### config.mk
export PLATFORM = sky130hd
export DESIGN_NAME = bin_bcd_seq_flat
export DESIGN_NICKNAME = d
export VERILOG_FILES = /design/src/rtl/bin_bcd_seq_if.sv /design/src/rtl/bin_bcd_seq.sv /design/src/flat_wrapper.sv
export SDC_FILE = /design/constraint.sdc
export NUM_CORES = 1
export LEC_CHECK = 0
export CAP_MARGIN = 40
export CORE_MARGIN = 10
export CORE_UTILIZATION = 45
export CTS_CLUSTER_DIAMETER = 30
export DETAILED_ROUTE_END_ITERATION = 16
export PLACE_DENSITY = 0.71
export SYNTH_ARGS = -nofsm -noshare
export SYNTH_HDL_FRONTEND = slang
export SYNTH_SLANG_ARGS = --single-unit
export TNS_END_PERCENT = 5
### constraint.sdc
create_clock -name clk -period 1.7 [get_ports clk]
set_clock_uncertainty 0.1 [all_clocks]
set_input_delay 0.255 -clock clk [delete_from_list [all_inputs] [get_ports clk]]
set_output_delay 0.255 -clock clk [all_outputs]
set_load 0.05 [all_outputs]
### src/rtl/bin_bcd_seq_if.sv
// rtl/bin_bcd_seq_if.sv - start/done handshake and result bundle for bin_bcd_seq
interface bin_bcd_seq_if #(
  parameter int BIN_W  = 24,
  parameter int DIGITS = 8
);
  logic                  start;
  logic [BIN_W-1:0]      bin;
  logic                  busy;
  logic                  done;
  logic [4*DIGITS-1:0]   bcd;
  logic [DIGITS-1:0]     lz_mask;
  logic                  ovf;

  modport master (
    output start, bin,
    input  busy, done, bcd, lz_mask, ovf
  );

  modport slave (
    input  start, bin,
    output busy, done, bcd, lz_mask, ovf
  );
endinterface

### src/rtl/bin_bcd_seq.sv
// rtl/bin_bcd_seq.sv - sequential double-dabble binary to BCD converter, one bit per clock
module bin_bcd_seq #(
  parameter int BIN_W  = 24,
  parameter int DIGITS = 8,
  parameter int CNT_W  = 5
) (
  input  logic          clk,
  input  logic          rst_n,
  bin_bcd_seq_if.slave  bus
);

  typedef enum logic [1:0] {
    S_IDLE,
    S_SHIFT,
    S_FINISH
  } state_t;

  localparam logic [DIGITS-1:0] LZ_RST = {DIGITS{1'b1}} << 1;

  state_t                r_state;
  logic [BIN_W-1:0]      r_shift;
  logic [4*DIGITS-1:0]   r_dig;
  logic [CNT_W-1:0]      r_cnt;
  logic                  r_ovf_acc;
  logic                  r_busy;
  logic                  r_done;
  logic [4*DIGITS-1:0]   r_bcd;
  logic [DIGITS-1:0]     r_lz;
  logic                  r_ovf;

  logic [4*DIGITS-1:0]   w_adj;
  logic [DIGITS-1:0]     w_lz;

  // Add-3 correction per digit; digits are independent, no carry between them.
  always_comb begin
    w_adj = '0;
    for (int i = 0; i < DIGITS; i++) begin
      if (r_dig[4*i +: 4] >= 4'd5)
        w_adj[4*i +: 4] = r_dig[4*i +: 4] + 4'd3;
      else
        w_adj[4*i +: 4] = r_dig[4*i +: 4];
    end
  end

  // A digit is blanked when it and every digit above it is zero; digit 0 always shows.
  always_comb begin
    logic z;
    z    = 1'b1;
    w_lz = '0;
    for (int i = DIGITS - 1; i >= 0; i--) begin
      z       = z & (r_dig[4*i +: 4] == 4'd0);
      w_lz[i] = z & (i != 0);
    end
  end

  always_ff @(posedge clk or negedge rst_n) begin
    if (!rst_n) begin
      r_state   <= S_IDLE;
      r_shift   <= '0;
      r_dig     <= '0;
      r_cnt     <= '0;
      r_ovf_acc <= 1'b0;
      r_busy    <= 1'b0;
      r_done    <= 1'b0;
      r_bcd     <= '0;
      r_lz      <= LZ_RST;
      r_ovf     <= 1'b0;
    end else begin
      r_done <= 1'b0;
      case (r_state)
        S_IDLE: begin
          if (bus.start) begin
            r_shift   <= bus.bin;
            r_dig     <= '0;
            r_ovf_acc <= 1'b0;
            r_cnt     <= CNT_W'(BIN_W);
            r_busy    <= 1'b1;
            r_state   <= S_SHIFT;
          end
        end
        S_SHIFT: begin
          r_dig     <= {w_adj[4*DIGITS-2:0], r_shift[BIN_W-1]};
          r_shift   <= r_shift << 1;
          r_ovf_acc <= r_ovf_acc | w_adj[4*DIGITS-1];
          r_cnt     <= r_cnt - CNT_W'(1);
          if (r_cnt == CNT_W'(1))
            r_state <= S_FINISH;
        end
        S_FINISH: begin
          r_bcd   <= r_dig;
          r_ovf   <= r_ovf_acc;
          r_lz    <= w_lz;
          r_done  <= 1'b1;
          r_busy  <= 1'b0;
          r_state <= S_IDLE;
        end
        default: begin
          r_busy  <= 1'b0;
          r_state <= S_IDLE;
        end
      endcase
    end
  end

  assign bus.busy    = r_busy;
  assign bus.done    = r_done;
  assign bus.bcd     = r_bcd;
  assign bus.lz_mask = r_lz;
  assign bus.ovf     = r_ovf;

endmodule

### src/flat_wrapper.sv
// flat-port wrapper written by rule: the top's interface ports become plain ports
module bin_bcd_seq_flat 
#(
  parameter int BIN_W  = 24,
  parameter int DIGITS = 8,
  parameter int CNT_W  = 5
)
  (clk, rst_n, bus_start, bus_bin, bus_busy, bus_done, bus_bcd, bus_lz_mask, bus_ovf);
  bin_bcd_seq_if #(.BIN_W(BIN_W), .DIGITS(DIGITS)) bus_i ();
  input  logic clk;
  input  logic rst_n;
  input wire logic [$bits(bus_i.start)-1:0] bus_start;
  input wire logic [$bits(bus_i.bin)-1:0] bus_bin;
  output wire logic [$bits(bus_i.busy)-1:0] bus_busy;
  output wire logic [$bits(bus_i.done)-1:0] bus_done;
  output wire logic [$bits(bus_i.bcd)-1:0] bus_bcd;
  output wire logic [$bits(bus_i.lz_mask)-1:0] bus_lz_mask;
  output wire logic [$bits(bus_i.ovf)-1:0] bus_ovf;
  assign bus_i.start = bus_start;
  assign bus_i.bin = bus_bin;
  assign bus_busy = bus_i.busy;
  assign bus_done = bus_i.done;
  assign bus_bcd = bus_i.bcd;
  assign bus_lz_mask = bus_i.lz_mask;
  assign bus_ovf = bus_i.ovf;
  bin_bcd_seq #(.BIN_W(BIN_W), .DIGITS(DIGITS), .CNT_W(CNT_W)) u_core (.clk(clk), .rst_n(rst_n), .bus(bus_i));
endmodule
# After elaboration in Yosys (flattened, before gate mapping)
# Index checks and enable logic that the tools add are counted.
[word_totals]
word_cells = 74
register_bits = 106
input_bits = 27
[op_classes]
n_reduce_logical = 12
add_sub_neg = 9
n_eq_ne = 5
mux = 22
order_cmp = 8
bitwise = 8
[ops]
columns = ["operator", "count"]
rows = [
  ["32-bit one-hot mux with 2 select lines", 1],
  ["24-bit one-hot mux with 2 select lines", 1],
  ["4-bit by 2-bit adder with 4-bit output, second input constant", 8],
  ["4-bit by 3-bit >= comparator with 1-bit output, second input constant", 8],
  ["32-bit 2-to-1 mux", 1],
  ["4-bit 2-to-1 mux", 8],
  ["4-bit zero test", 7],
  ["24-bit 2-to-1 mux", 1],
  ["5-bit one-hot mux with 2 select lines", 1],
  ["1-bit AND", 6],
  ["2-bit AND reduction", 3],
  ["5-bit by 1-bit == test with 1-bit output, second input constant", 1],
  ["5-bit 2-to-1 mux", 1],
  ["5-bit by 1-bit subtractor with 5-bit output, second input constant", 1],
  ["2-bit 2-to-1 mux", 2],
  ["1-bit one-hot mux with 2 select lines", 2],
  ["2-bit one-hot mux with 2 select lines", 1],
  ["1-bit 2-to-1 mux", 3],
  ["2-bit by 1-bit == test with 1-bit output, second input constant", 1],
  ["2-bit == test, second input constant", 1],
  ["2-bit zero test", 1],
  ["2-bit by 1-bit != test with 1-bit output, second input constant", 1],
  ["2-bit != test, second input constant", 1],
  ["2-bit nonzero test", 1],
  ["2 further kinds", 2],
]

# Longest topological paths before layout
[depth]
word_depth = 7
mapped_depth = 6

# Worst setup path before layout
# Ideal clock, no wire load.
[synth_timing]
path_kind = "register to register"
startpoint = "register u_core.r_dig[28]"
endpoint = "register u_core.r_lz[1], in the netlist u_core.bus.lz_mask[1]"
required_ns = 1.528
t_arrival_ns = 1.579
setup_ns = 0.072
slack_ns = -0.051
stages_incl_launch_ff = 7
path_cell_list = "dfrtp_1 -> inv_1 -> ha_1 -> or3b_4 -> nor4b_4 -> nand3_2 -> o21ai_1"
[synth_via]
elab_chain_cells = 7
[synth_lines]
columns = ["element", "line_no", "rtl"]
rows = [
  ["start, declared", "bin_bcd_seq.sv:22", "logic [4*DIGITS-1:0] r_dig;"],
  ["start signal, assigned", "bin_bcd_seq.sv:82", "r_dig <= {w_adj[4*DIGITS-2:0], r_shift[BIN_W-1]};"],
  ["4-bit zero test", "bin_bcd_seq.sv:51", "z = z & (r_dig[4*i +: 4] == 4'd0);"],
  ["1-bit AND (6 in a row)", "bin_bcd_seq.sv:51", ""],
  ["end signal, assigned", "bin_bcd_seq.sv:92", "r_lz <= w_lz;"],
  ["end, declared", "bin_bcd_seq.sv:28", "logic [DIGITS-1:0] r_lz;"],
]
# Every way passes these cells.
# A chain may end at the register's enable or synchronous reset.

# Worst setup path in the final report
[layout_timing]
startpoint = "register u_core.r_dig[29]"
endpoint = "register u_core.r_lz[3], in the netlist u_core.bus.lz_mask[3]"
[layout_via]
elab_chain_cells = 5
[layout_lines]
columns = ["element", "line_no"]
rows = [
  ["4-bit zero test", "bin_bcd_seq.sv:51"],
  ["1-bit AND (4 in a row)", "bin_bcd_seq.sv:51"],
]
# Every way passes these cells.

==> impl.org <==
** Status
- The flow ran to the end, but the final reports show violations.
- The checks that failed: setup timing.

** STA
- Number of hold violations in the final report :: 0
- Counting I/O delays and the setup requirement, the final critical path takes 1.766 ns.
- Final setup slack of the worst path :: -0.06566 ns
- Final setup fails :: 3
- Setup repair after global routing could not meet its margin everywhere.
- Highest clock rate :: 0.5664 GHz
- Fin crit share :: 103.9%
- Pins Over Slew Limit :: 0

** Routing
- Detailed-router iteration count before antenna repair :: 4
- The first routing iteration left 158 violations.
- Residual DRC :: 0
- The count of nets left with antenna violations once routing finished came out at 0.
- Number of vias in the routed layout :: 3,722
- Total wire length after detailed routing :: 10,670 um
- Avg WL per Cell :: 15.05 um
- Post-detailed-route via-to-cell ratio :: 5.250

** Global routing
- Global-route wire length before repair :: 18,360 um
- Global routing consumed, on the met1 layer, 17.76% of the routing resources.
- After global routing the overflow that remains totals 0.
- Pin count of the biggest net entering global routing :: 56
- After global routing, the most crowded layer is met2.
- Initial antenna violation count :: 0
- In the global route stage, met2 resource usage came out at 21.40%.
- Via count of the first global-routing pass :: 3,813
- Global routing consumed, on the met3 layer, 3.617% of the routing resources.
- Total global routing track utilization :: 13.79%

** Die
- Row generation in the floorplan step produced 38 rows.
- Die span in x :: 124.6 um
- The floorplan step defined a die boundary enclosing 15,530 um2.
- 70 I/O pins were placed.
- Measured along the y axis, the die boundary spans 124.6 um.
- Effective utilization at floorplan :: 45.63%
- Core outline area :: 10,790 um2

** Final layout
- Share of post-route cells with drive strength above 1 :: 29.17%
- From synthesis to final layout, the design area changed by 29.73%.
- Number of antenna repair diodes :: 0
- Most common library cell in the layout ignoring fill and taps :: dfrtp_1
- Fin nets :: 615
- Leaving out fill and tap cells, the most frequent cells in the layout are dfrtp_1 (97), nand2_1 (77), buf_4 (75), o21ai_0 (40), nand3_1 (31).
- The finished layout holds 709 standard cells, fillers aside.
- The finished cells cover 6389 um2.

** Synthesis
- Synthesis produced a netlist whose cell count is 466.
- Number of warning messages in the yosys log :: 0
- Count of cell types in the netlist :: 40
- The synthesized design contains 0 enable-type register cells.
- Counting every net in the synthesized netlist gives 517.
- Top flip-flop cell by instance count after synthesis :: dfrtp_1
- Sequential-to-total area share from yosys stat :: 54.04%
- Averaged over all synthesized cells, the footprint is 10.57 um2.
- Ys async rst share :: 100.0%
- Number of storage elements in the synthesis netlist :: 106
- In this run the cell area of the synthesized design comes to 4925 um2.

** Place
- The placed instances occupy a cell area of 6058 um2.
- Routability-driven placement finished with a final weighted congestion of 0.7910.
- Counting tap cells, the placed design contains a total of 692 instances.
- In this run the tool buffered the top-level ports with 68 buffer cells.
- Summed over all nets, the half-perimeter wirelength after detailed placement is 7692 um.

** Flow run
- Count of max-cap constraint violations :: 0

** Clock tree
- Clock net sink count :: 106
- The clock passes through at most 2 buffers.
- The clock reaches the later pin of the worst-skew pair after 0.38 ns.
- Number of H-tree branching levels :: 3
- CTS placed an instance of clkbuf_8 at the clock tree root.
- Number of buffers created by CTS :: 9
- Clock-pin slew of the registers on the worst-case setup and hold paths :: 0.10 ns
- Buffers added to address setup during post-CTS repair amount to 0.
- CTS tree :: done

** Critical path
- Buffering stage count on the worst path with inverters included :: 1
- Required time worst endpoint :: 1.90 ns
- The worst setup path is of the flop to flop kind.
- Series of cell instances along the critical path :: inv_2 -> ha_4 -> or3b_4 -> nor4b_4 -> nand3_2 -> o21ai_2
- For this run, the slowest stage of the critical path takes 0.40 ns.
- On the critical path, the stage with the largest delay is an instance of dfrtp_1.
- The worst setup path is captured at a flop.
- Along the worst path, the maximum fanout reaches 4.
- Arrival time of data at the critical path endpoint :: 1.97 ns
- The kind of cell with the highest combined delay along the critical path is simple AND/OR/NAND/NOR gates.
- STA classifies the critical path startpoint as a flop.

** Power
- Maximum vdd ir drop :: 0.7279 mV
- The analysis attributes to cell leakage a power of 0.002948 uW.
- Power density over the cells :: 1792 nW/um2

** Min path
- In this run the worst hold path is classified as input port to asynchronous set/reset pin.
-- worst register-to-register path, delay by kind of cell, from the launching register on --
| kind | cells | cell delay [ns] |
|---|---|---|
| AO/OA/AOI/OAI | 1 | 0.15 |
| adder cells (fa/ha/maj) | 1 | 0.12 |
| buffers and inverters | 1 | 0.08 |
| flip-flops | 1 | 0.40 |
| AND/OR/NAND/NOR | 3 | 0.84 |
-- stage by stage --
step                TNS (ns)  worst slack, ns  total power (uW)  util, %  hold slack (ns)
finish               -0.1748         -0.06566             11450    59.19           0.2362
global route         -0.7264          -0.1841             12350    59.19           0.2764
CTS                  -0.2883         -0.08827             11400    58.76           0.2336
detailed placement    -4.609          -0.1642              9420    56.13           0.1105
global placement      -3.048          -0.1160              9181    56.13           0.1028
floorplan           -0.08414         -0.02805              7479        -          -0.1406
-- synth_stat cells (2+ instances only) --
master    count  share of area [%]
a21oi_1      12                1.2
a22oi_1      23                3.5
a32o_1        8                1.6
buf_1         2               0.15
buf_2        11                1.1
clkbuf_1     12               0.91
dfrtp_1      99                 50
dfstp_2       7                3.7
ha_1         24                6.1
inv_1        20                1.5
mux2_2       24                5.5
nand2_1      77                5.9
nand2b_1     10                1.3
nand3_1      31                3.2
nor2_1        3               0.23
nor3b_1       5               0.76
nor4b_1       2               0.36
o211ai_1      2               0.30
o21ai_0      47                4.8
o21ai_1       3               0.30
o31ai_1      16                2.4
or3_1         2               0.25
xnor2_1       8                1.4
xor2_1        2               0.36
-- flip-flops by register name, indices dropped and copies added (netlist names) --
register,count
u_core.r_cnt,5
u_core.r_ovf_acc,1
u_core.bus.lz_mask,7
u_core.bus.done,1
u_core.r_dig,32
u_core.r_shift,24
u_core.bus.busy,1
u_core.bus.bcd,32
u_core.bus.ovf,1
u_core.r_state,2
-- layer usage --
layer / vias up / part of all wire (%)
li1: 1829 / -
met1: 1808 / 45
met2: 71 / 48
met3: 14 / 4.6
met4: 0 / 1.8
met5: - / 0
-- layout make-up --
| cell class | count | area (um2) |
|---|---|---|
| fill | 896 | 4404 |
| multi-input combinational | 314 | 2157 |
| timing repair buffer | 113 | 1064 |
| sequential | 106 | 2664 |
| clock inverter | 4 | 98.84 |
| clock buffer | 12 | 155.1 |
| inverter | 20 | 75.07 |
| tap | 140 | 175.2 |
-- kinds of logic (layout without fill, tap and decap cells) --
logic type	after synthesis	in the layout	share of synthesized area, %
muxes	24	24	5.488
AOI/OAI and AO/OA	113	113	14.46
other	1	1	0.07615
xor gates and xnor gates	10	10	1.779
buffers and inverters	46	149	3.862
and+or+nand+nor	142	142	14.20
DFF	106	106	54.04
adders and majority gates	24	24	6.098
-- report_power, final --
part,internal [uW],switching (uW)
logic,2420,2950
clock network,1060,855
registers,3430,736
total,6910,4540
-- path summary, 6_finish.rpt --
path / from / end / slack, ns / cells past startpoint
worst min-delay path: rst_n / u_core.bus.bcd[6]$_DFFE_PN0P_ / 0.24 / 2
min in group clk: bus_bin[0] / u_core.r_shift[0]$_DFFE_PN0P_ / 0.30 / 3
worst max-delay path: u_core.r_dig[29]$_DFFE_PN0P_ / u_core.bus.lz_mask[3]$_DFFE_PN1P_ / -0.07 / 6
worst min register to register: u_core.bus.lz_mask[4]$_DFFE_PN1P_ / u_core.bus.lz_mask[4]$_DFFE_PN1P_ / 0.38 / 2
max in group asynchronous: rst_n / u_core.r_shift[8]$_DFFE_PN0P_ / 0.66 / 3
worst max register to register: u_core.r_dig[29]$_DFFE_PN0P_ / u_core.bus.lz_mask[3]$_DFFE_PN1P_ / -0.07 / 6
-- repair_timing --
item	in CTS	in global routing
pin swaps	1	4
gates resized for setup	9	22
endpoints found under the setup margin	9	17
hold buffers	1	0
hold endpoints to repair	24	0
Power figures use the tool's default switching activity.
